File: config.mk
export PLATFORM = sky130hd
export DESIGN_NAME = cla_share_seq
export DESIGN_NICKNAME = d
export VERILOG_FILES = /design/src/rtl/cla_share_seq.sv
export SDC_FILE = /design/constraint.sdc
export NUM_CORES = 1
export LEC_CHECK = 0
export CORE_MARGIN = 2
export CORE_UTILIZATION = 30
export DETAILED_ROUTE_END_ITERATION = 16
export SYNTH_ARGS = -nofsm -noshare
export SYNTH_HDL_FRONTEND = slang
export SYNTH_SLANG_ARGS = --single-unit
File: constraint.sdc
create_clock -name clk_i -period 2 [get_ports clk_i]
set_input_delay 0.5 -clock clk_i [delete_from_list [all_inputs] [get_ports clk_i]]
set_output_delay 0.5 -clock clk_i [all_outputs]
set_load 0.01 [all_outputs]
File: src/rtl/cla_share_seq.sv
// cla_share_seq: two-requester add sequencer sharing one external 4-bit carry-lookahead
// slice. Operands are processed one nibble per cycle, LSB first, with the carry held in a
// register between nibbles. Round-robin grant in front, one valid/ready response behind.
// Optional feature macro: CLA_SEQ_SUB_EN adds per-requester subtract controls.
module cla_share_seq #(
    parameter int unsigned WIDTH = 16
) (
    input  logic             clk_i,
    input  logic             rst_i,
    input  logic             req0_valid_i,
    output logic             req0_ready_o,
    input  logic [WIDTH-1:0] req0_a_i,
    input  logic [WIDTH-1:0] req0_b_i,
    input  logic             req0_cin_i,
    input  logic             req1_valid_i,
    output logic             req1_ready_o,
    input  logic [WIDTH-1:0] req1_a_i,
    input  logic [WIDTH-1:0] req1_b_i,
    input  logic             req1_cin_i,
`ifdef CLA_SEQ_SUB_EN
    input  logic             req0_sub_i,
    input  logic             req1_sub_i,
`endif
    output logic             resp_valid_o,
    input  logic             resp_ready_i,
    output logic             resp_id_o,
    output logic [WIDTH-1:0] resp_sum_o,
    output logic             resp_co_o,
    output logic [3:0]       slice_a_o,
    output logic [3:0]       slice_b_o,
    output logic             slice_cin_o,
    input  logic [3:0]       slice_sum_i,
    input  logic             slice_co_i
);

    localparam int unsigned N    = WIDTH / 4;
    localparam int unsigned CntW = (N > 1) ? $clog2(N) : 1;
    localparam int unsigned LsbW = CntW + 2;

    typedef enum logic [1:0] {StIdle, StRun, StDone} state_e;

    state_e            state_q, state_d;
    logic [CntW-1:0]   cnt_q, cnt_d;
    logic              carry_q, carry_d;
    logic [WIDTH-1:0]  a_q, a_d;
    logic [WIDTH-1:0]  b_q, b_d;
    logic [WIDTH-1:0]  sum_q, sum_d;
    logic              id_q, id_d;
    logic              co_q, co_d;
    logic              rr_q, rr_d;

    logic              gnt0, gnt1, idle;
    logic [LsbW-1:0]   lsb;
    logic [WIDTH-1:0]  b_sel;
    logic              cin_sel;

    // Round-robin grant: a lone requester always wins, a tie goes to the rr_q side.
    always_comb begin
        gnt0         = req0_valid_i && (!req1_valid_i || !rr_q);
        gnt1         = req1_valid_i && (!req0_valid_i || rr_q);
        idle         = (state_q == StIdle) && !rst_i;
        req0_ready_o = idle && gnt0;
        req1_ready_o = idle && gnt1;
        lsb          = {cnt_q, 2'b00};
    end

    // Slice drive: current nibble during RUN, zero otherwise.
    always_comb begin
        slice_a_o   = 4'h0;
        slice_b_o   = 4'h0;
        slice_cin_o = 1'b0;
        if (state_q == StRun) begin
            slice_a_o   = a_q[lsb +: 4];
            slice_b_o   = b_q[lsb +: 4];
            slice_cin_o = carry_q;
        end
        resp_valid_o = (state_q == StDone);
        resp_id_o    = id_q;
        resp_sum_o   = sum_q;
        resp_co_o    = co_q;
    end

    // Operand selection for the granted requester; subtract folds into B and carry-in.
    always_comb begin
        b_sel   = gnt1 ? req1_b_i : req0_b_i;
        cin_sel = gnt1 ? req1_cin_i : req0_cin_i;
`ifdef CLA_SEQ_SUB_EN
        if (gnt1 ? req1_sub_i : req0_sub_i) begin
            b_sel   = ~b_sel;
            cin_sel = 1'b1;
        end
`endif
    end

    // Next-state logic for the sequencer FSM and datapath.
    always_comb begin
        state_d = state_q;
        cnt_d   = cnt_q;
        carry_d = carry_q;
        a_d     = a_q;
        b_d     = b_q;
        sum_d   = sum_q;
        id_d    = id_q;
        co_d    = co_q;
        rr_d    = rr_q;
        unique case (state_q)
            StIdle: begin
                if (gnt0 || gnt1) begin
                    a_d     = gnt1 ? req1_a_i : req0_a_i;
                    b_d     = b_sel;
                    carry_d = cin_sel;
                    id_d    = gnt1;
                    rr_d    = ~gnt1;
                    cnt_d   = '0;
                    state_d = StRun;
                end
            end
            StRun: begin
                sum_d[lsb +: 4] = slice_sum_i;
                carry_d         = slice_co_i;
                cnt_d           = cnt_q + 1'b1;
                if (cnt_q == CntW'(N - 1)) begin
                    co_d    = slice_co_i;
                    state_d = StDone;
                end
            end
            StDone: begin
                if (resp_ready_i) begin
                    state_d = StIdle;
                end
            end
            default: state_d = StIdle;
        endcase
    end

    // State register with synchronous reset; reset discards any in-flight operation.
    always_ff @(posedge clk_i) begin
        if (rst_i) begin
            state_q <= StIdle;
            cnt_q   <= '0;
            carry_q <= 1'b0;
            a_q     <= '0;
            b_q     <= '0;
            sum_q   <= '0;
            id_q    <= 1'b0;
            co_q    <= 1'b0;
            rr_q    <= 1'b0;
        end else begin
            state_q <= state_d;
            cnt_q   <= cnt_d;
            carry_q <= carry_d;
            a_q     <= a_d;
            b_q     <= b_d;
            sum_q   <= sum_d;
            id_q    <= id_d;
            co_q    <= co_d;
            rr_q    <= rr_d;
        end
    end

endmodule

## Word level (Yosys, flattened, before mapping)

Cells that the tools add are included.

| operators by class | value |
|---|---|
| reduce and logical (&&, ||, !) cells | 18 |
| magnitude comparators | 0 |
| shifts and indexed selects | 4 |
| divide/modulo/power cells | 0 |
| equality and inequality tests | 6 |
| bitwise logic cells | 1 |
| multiplexer cells | 15 |
| add/subtract/negate cells | 2 |
| multiply operators | 0 |

Operators with widths:

| cell | count |
|---|---|
| 16-bit 2-to-1 mux | 2 |
| 16-bit by 5-bit variable part select with 4-bit output | 2 |
| 16-bit bitwise mux | 1 |
| 4-bit by 6-bit variable shift with 16-bit output (first input constant) | 1 |
| 4-bit by 6-bit variable part select with 16-bit output | 1 |
| 2-bit 2-to-1 mux | 4 |
| 4-bit 2-to-1 mux | 2 |
| 2-bit by 1-bit != test with 1-bit output (second input constant) | 3 |
| 4-bit negator with 6-bit output | 1 |
| 2-bit case mux with 3 select lines | 1 |
| 2-bit AND reduction | 3 |
| 1-bit logical AND | 5 |
| 2-bit == test (second input constant) | 2 |
| 1-bit zero test | 4 |
| 2-bit case mux with 2 select lines | 1 |
| 1-bit logical OR | 3 |
| 1-bit 2-to-1 mux | 3 |
| 3-bit AND reduction | 1 |
| 2-bit by 1-bit adder with 2-bit output (second input constant) | 1 |
| 2-bit by 1-bit == test with 1-bit output (second input constant) | 1 |
| 2-bit zero test | 1 |
| 1-bit case mux with 2 select lines | 1 |
| 2-bit nonzero test | 1 |
| 1-bit NOT | 1 |

| word-level totals | value |
|---|---|
| bits in latches | 0 |
| output and inout bits | 30 |
| memories | 0 |
| word-level logic and storage cells | 55 |
| register bits after elaboration | 56 |
| input bits | 76 |
| ROM bits | 0 |
| memory bits (writable) | 0 |

## Logic depth before layout (Yosys ltp)

Gate-level depths: netlist (run 1).

| logic depth | value |
|---|---|
| depth after elaboration | 6 |
| gate-level depth with buffers | 7 |
| gate-level depth less buffers | 6 |

## Worst setup path before layout (run 1)

Ideal clock, no wire load.

| timing | value |
|---|---|
| kind | reg-to-output |
| from | register cnt_q[0] |
| to | output slice_a_o[0] |
| data arrival time | 1.396 ns |
| data required time | 1.500 ns |
| slack | 0.104 ns |
| cell stages (with the launch flop) | 5 |
| cells stage by stage | dfxtp_1 buf_2 buf_4 mux4_2 and2_1 |

| between the ends | value |
|---|---|
| cells in the longest elaborated chain, start to end | 2 |

Ends and longest elaborated chain:

| element | RTL line | source |
|---|---|---|
| start: declaration | 43 | `logic [CntW-1:0] cnt_q, cnt_d;` |
| start signal: assignment | 150 | `cnt_q <= cnt_d;` |
| 16-bit by 5-bit variable part select with 4-bit output | 73 | `slice_a_o = a_q[lsb +: 4];` |
| 4-bit 2-to-1 mux | 72 | `if (state_q == StRun) begin` |
| end: declaration | 29 | `output logic [3:0] slice_a_o,` |

No other way between the ends.

## Worst setup path after layout (run 1)

| timing | value |
|---|---|
| from | register cnt_q[0] |
| to | output slice_b_o[2] |

| between the ends | value |
|---|---|
| cells in the longest elaborated chain, start to end | 2 |

Ends and longest elaborated chain:

| element | RTL line | source |
|---|---|---|
| 16-bit by 5-bit variable part select with 4-bit output | 74 | `slice_b_o = b_q[lsb +: 4];` |
| 4-bit 2-to-1 mux | 72 |  |
| end: declaration | 30 | `output logic [3:0] slice_b_o,` |

No other way between the ends.

==> flow_summary_export.csv, run 1 <==
group,metric,value,unit
worst_setup_path,crit_family,"multiplexers",
synthesis,synthCells,251,
global_route,grt_max_degree,42,
worst_setup_path,cp-end-kind,"primary output",
global_route,gr-total-overflow,0,
cells_and_area,diodes,0,
floorplanning,ioPinCount,106,
power,power.density,642,nW/um2
power,ir_worst_vdd,249,uV
synthesis,yosysTopAreaCellShare,45.4,%
synthesis,synth-seq-cells,56,
worst_setup_path,critPathKind,"reg2out",
global_route,grt_pass1_vias,2395,
timing,hold_violations,0,
placement,placedInstanceArea,3720,um2
timing,fin_worst_skew,0.00577,ns
synthesis,synthAdderAreaFrac,2.53,%
clock_tree,numCtsBuffers,5,
clock_tree,ctsLongestPathBuffers,2,
floorplanning,die_w,94.7,um
synthesis,syn_area,2470,um2
clock_tree,cts.clk_slew.worst_paths,0.10,ns
placement,port_buffers,105,
synthesis,syn-num-nets,332,
global_route,grt_antenna_before_repair,0,
synthesis,synth.most_common_cell,"dfxtp_1",
cells_and_area,finalNonFillerCells,472,
timing,final-max-slew-violation-count,0,
synthesis,synthArstFlopShare,0,%
floorplanning,core_area,8090,um2
cells_and_area,nFillCells,798,
synthesis,yosys_most_used_dff,"dfxtp_1",
synthesis,yosysTopAreaCell,"dfxtp_1",
worst_setup_path,crit_path_top_delay_cell,"mux4_2",
timing,finalWorstSetupSlack,-0.168,ns
timing,worst_slew_pin_slew,0.382,ns
route,vias,2429,
route,routedWlPerCell,15.4,um
route,drt_wl_total,7280,um
worst_setup_path,worstPathArrival,1.67,ns
timing,timing.final.crit_share,108,%
clock_tree,htree_levels,2,
cells_and_area,stdcell_area,3910,um2
clock_tree,clock_latency,0.30,ns
cells_and_area,area_delta_synth_final,58.5,%
synthesis,muxShareOfSynthArea,7.30,%
cells_and_area,fin_nets,447,
power,finalPower,2.51,mW
timing,setup_viol,8,
route,routed_via_density,5.15,
clock_tree,cts_sinks,56,
synthesis,synth_compound_area_share,20.3,%
synthesis,avgSynthCellArea,9.84,um2
synthesis,synth_cell_types,30,
cells_and_area,drive_gt1_share,17.4,%
global_route,grt_first_pass_wirelength,11700,um
timing,rsz0062_at_grt,"yes",
placement,place_inst,460,
worst_setup_path,crit_buf_inv,3,
placement,finalWeightedCongestion,0.776,
cells_and_area,post-route-util,48.3,%
worst_setup_path,worstPathCellList,"buf_12, buf_16, mux4_2, and2_1, buf_2",
flow_run,maxCapViolations,0,
synthesis,ys_warn_count,0,
clock_tree,cts-root-buf,"clkbuf_8",
route,dr.pass1.iters,5,
floorplanning,die_h,94.7,um
timing,fin_crit,2.17,ns
global_route,grt_use_total,16.8,%
power,p_leak,1.48,nW
synthesis,synthXorXnorAreaFrac,0,%
worst_hold_path,min_path_type,"reg2reg",
route,first_iter_violations,198,
timing,tns,-0.885,ns
worst_setup_path,crit_fanout,4,
worst_setup_path,cp.required,1.50,ns
synthesis,synthTopCellsByArea,"dfxtp_1 45%, a222oi_1 12%, mux4_2 7.3%",
outcome,failed_checks,"negative setup slack",
floorplanning,num_rows,33,
timing,relSlewSlack,74.5,%
synthesis,synthTopCellsByCount,"56 x dfxtp_1, 45 x nor2_1, 30 x a222oi_1",
timing,max_freq,461,MHz
outcome,status,"complete, but fails checks",
synthesis,synth-edff-count,0,
floorplanning,start_util,30.5,%
synthesis,synth_top_family_by_area,"compound AO/OA/AOI/OAI gates",
placement,hpwlAfterDp,5150,um
route,drcViolationCount,0,
clock_tree,cts_tree,"done",
synthesis,synth-seq-area-share,45.4,%
floorplanning,die-area,8970,um2
synthesis,synth-simple-area-share,19.4,%
worst_setup_path,critPathLaunchType,"flop",
route,ant_nets,0,
worst_setup_path,critPathMaxStageDelay,0.48,ns
-- stage by stage --
step	hold slack, ns	setup slack, ns
floorplan	0.453	0.104
global placement	0.463	-0.470
detailed placement	0.468	-0.471
CTS	0.482	-0.175
global route	0.514	-0.222
finish	0.476	-0.168
-- final cells by class --
| cell class | instances | area, um2 | share of cell area (%) |
|---|---|---|---|
| flip-flops and latches | 56 | 1130 | 28.8 |
| well taps | 105 | 131 | 3.36 |
| inverters | 2 | 7.51 | 0.192 |
| multi-input cells | 171 | 1250 | 31.9 |
| clock buffers | 6 | 72.6 | 1.85 |
| repair buffers | 130 | 1290 | 33.0 |
| clock inverters | 2 | 35.0 | 0.895 |
-- what timing repair did --
action | CTS | global route
pin swaps | 8 | 0
resized for setup | 58 | 7
cloned | 1 | 0
endpoints found under the setup margin | 12 | 11
hold buffers | 0 | 0
buffers inserted | 3 | 0
-- tightest hold or removal path: cells and delay by family, from the launching register on --
kind	cells	cell delay, ns
flops	1	0.33
simple gates	1	0.06
compound gates	1	0.05
-- cell usage in the layout (no fill, tap or decap), types with 2 or more instances in the layout --
cell type	n
a21oi_1	8
a222oi_1	30
a22oi_1	10
a32oi_1	2
and2_1	3
and2_4	6
and3_1	2
buf_12	4
buf_2	4
buf_4	21
buf_6	6
clkbuf_8	5
clkdlybuf4s50_1	90
dfxtp_1	53
dfxtp_2	2
dlygate4sd2_1	3
ha_1	5
inv_1	2
mux4_2	8
nand2_1	10
nand2b_1	8
nand3_1	5
nand3b_1	9
nor2_1	45
nor2b_1	2
nor3_1	2
o21ai_0	5
-- routing by layer --
layer  wire length, um  track usage [%]  part of all wire [%]  vias to the layer above
li1                  -                -                     -                     1187
met1              3100             21.0                    43                     1138
met5                 0                0                     0                        -
met4                94             4.59                   1.3                        0
met2              3480             27.9                    48                       95
met3               602             5.27                   8.3                        9
-- logic make-up (layout without fill, tap and decap cells) --
logic type	Yosys count	in the layout
compound gates	61	61
mux	8	8
flops	56	56
fa+ha+maj	5	5
simple gates	97	97
buf+inv	24	140
-- sequential cells by signal, summed over array words and instances (netlist names) --
signal,flops
resp_sum_o,16
carry_q,1
rr_q,1
cnt_q,2
a_q,16
b_q,16
state_q,2
resp_id_o,1
resp_co_o,1
-- power by group --
group,switching (mW),internal (mW)
Combinational,0.220,0.339
Sequential,0.0362,1.18
Clock,0.365,0.373
-- worst paths after layout --
check	endpoint	slack [ns]	startpoint	cells after the start
setup reg to reg	resp_sum_o[5]	0.09	cnt_q[0]	7
hold reg to reg	resp_co_o	0.48	resp_co_o	2
hold / removal	resp_co_o	0.48	resp_co_o	2
setup / recovery	slice_b_o[2]	-0.17	cnt_q[0]	5
Power figures use the tool's default switching activity.
==> run 2, diff against run 1 <==
--- a/config.mk
+++ b/config.mk
@@ -7,6 +7,7 @@
 export LEC_CHECK = 0
 export CORE_MARGIN = 2
 export CORE_UTILIZATION = 30
+export CTS_CLUSTER_DIAMETER = 200
 export DETAILED_ROUTE_END_ITERATION = 16
 export SYNTH_ARGS = -nofsm -noshare
 export SYNTH_HDL_FRONTEND = slang
==> results of run 2 <==
Same layout as run 1: the final DEF is identical, and so are final timing and power.
==> run 3, diff against run 2 <==
--- a/config.mk
+++ b/config.mk
@@ -9,6 +9,7 @@
 export CORE_UTILIZATION = 30
 export CTS_CLUSTER_DIAMETER = 200
 export DETAILED_ROUTE_END_ITERATION = 16
+export SLEW_MARGIN = 20
 export SYNTH_ARGS = -nofsm -noshare
 export SYNTH_HDL_FRONTEND = slang
 export SYNTH_SLANG_ARGS = --single-unit
==> results of run 3 <==
Same layout as run 1: the final DEF is identical, and so are final timing and power.
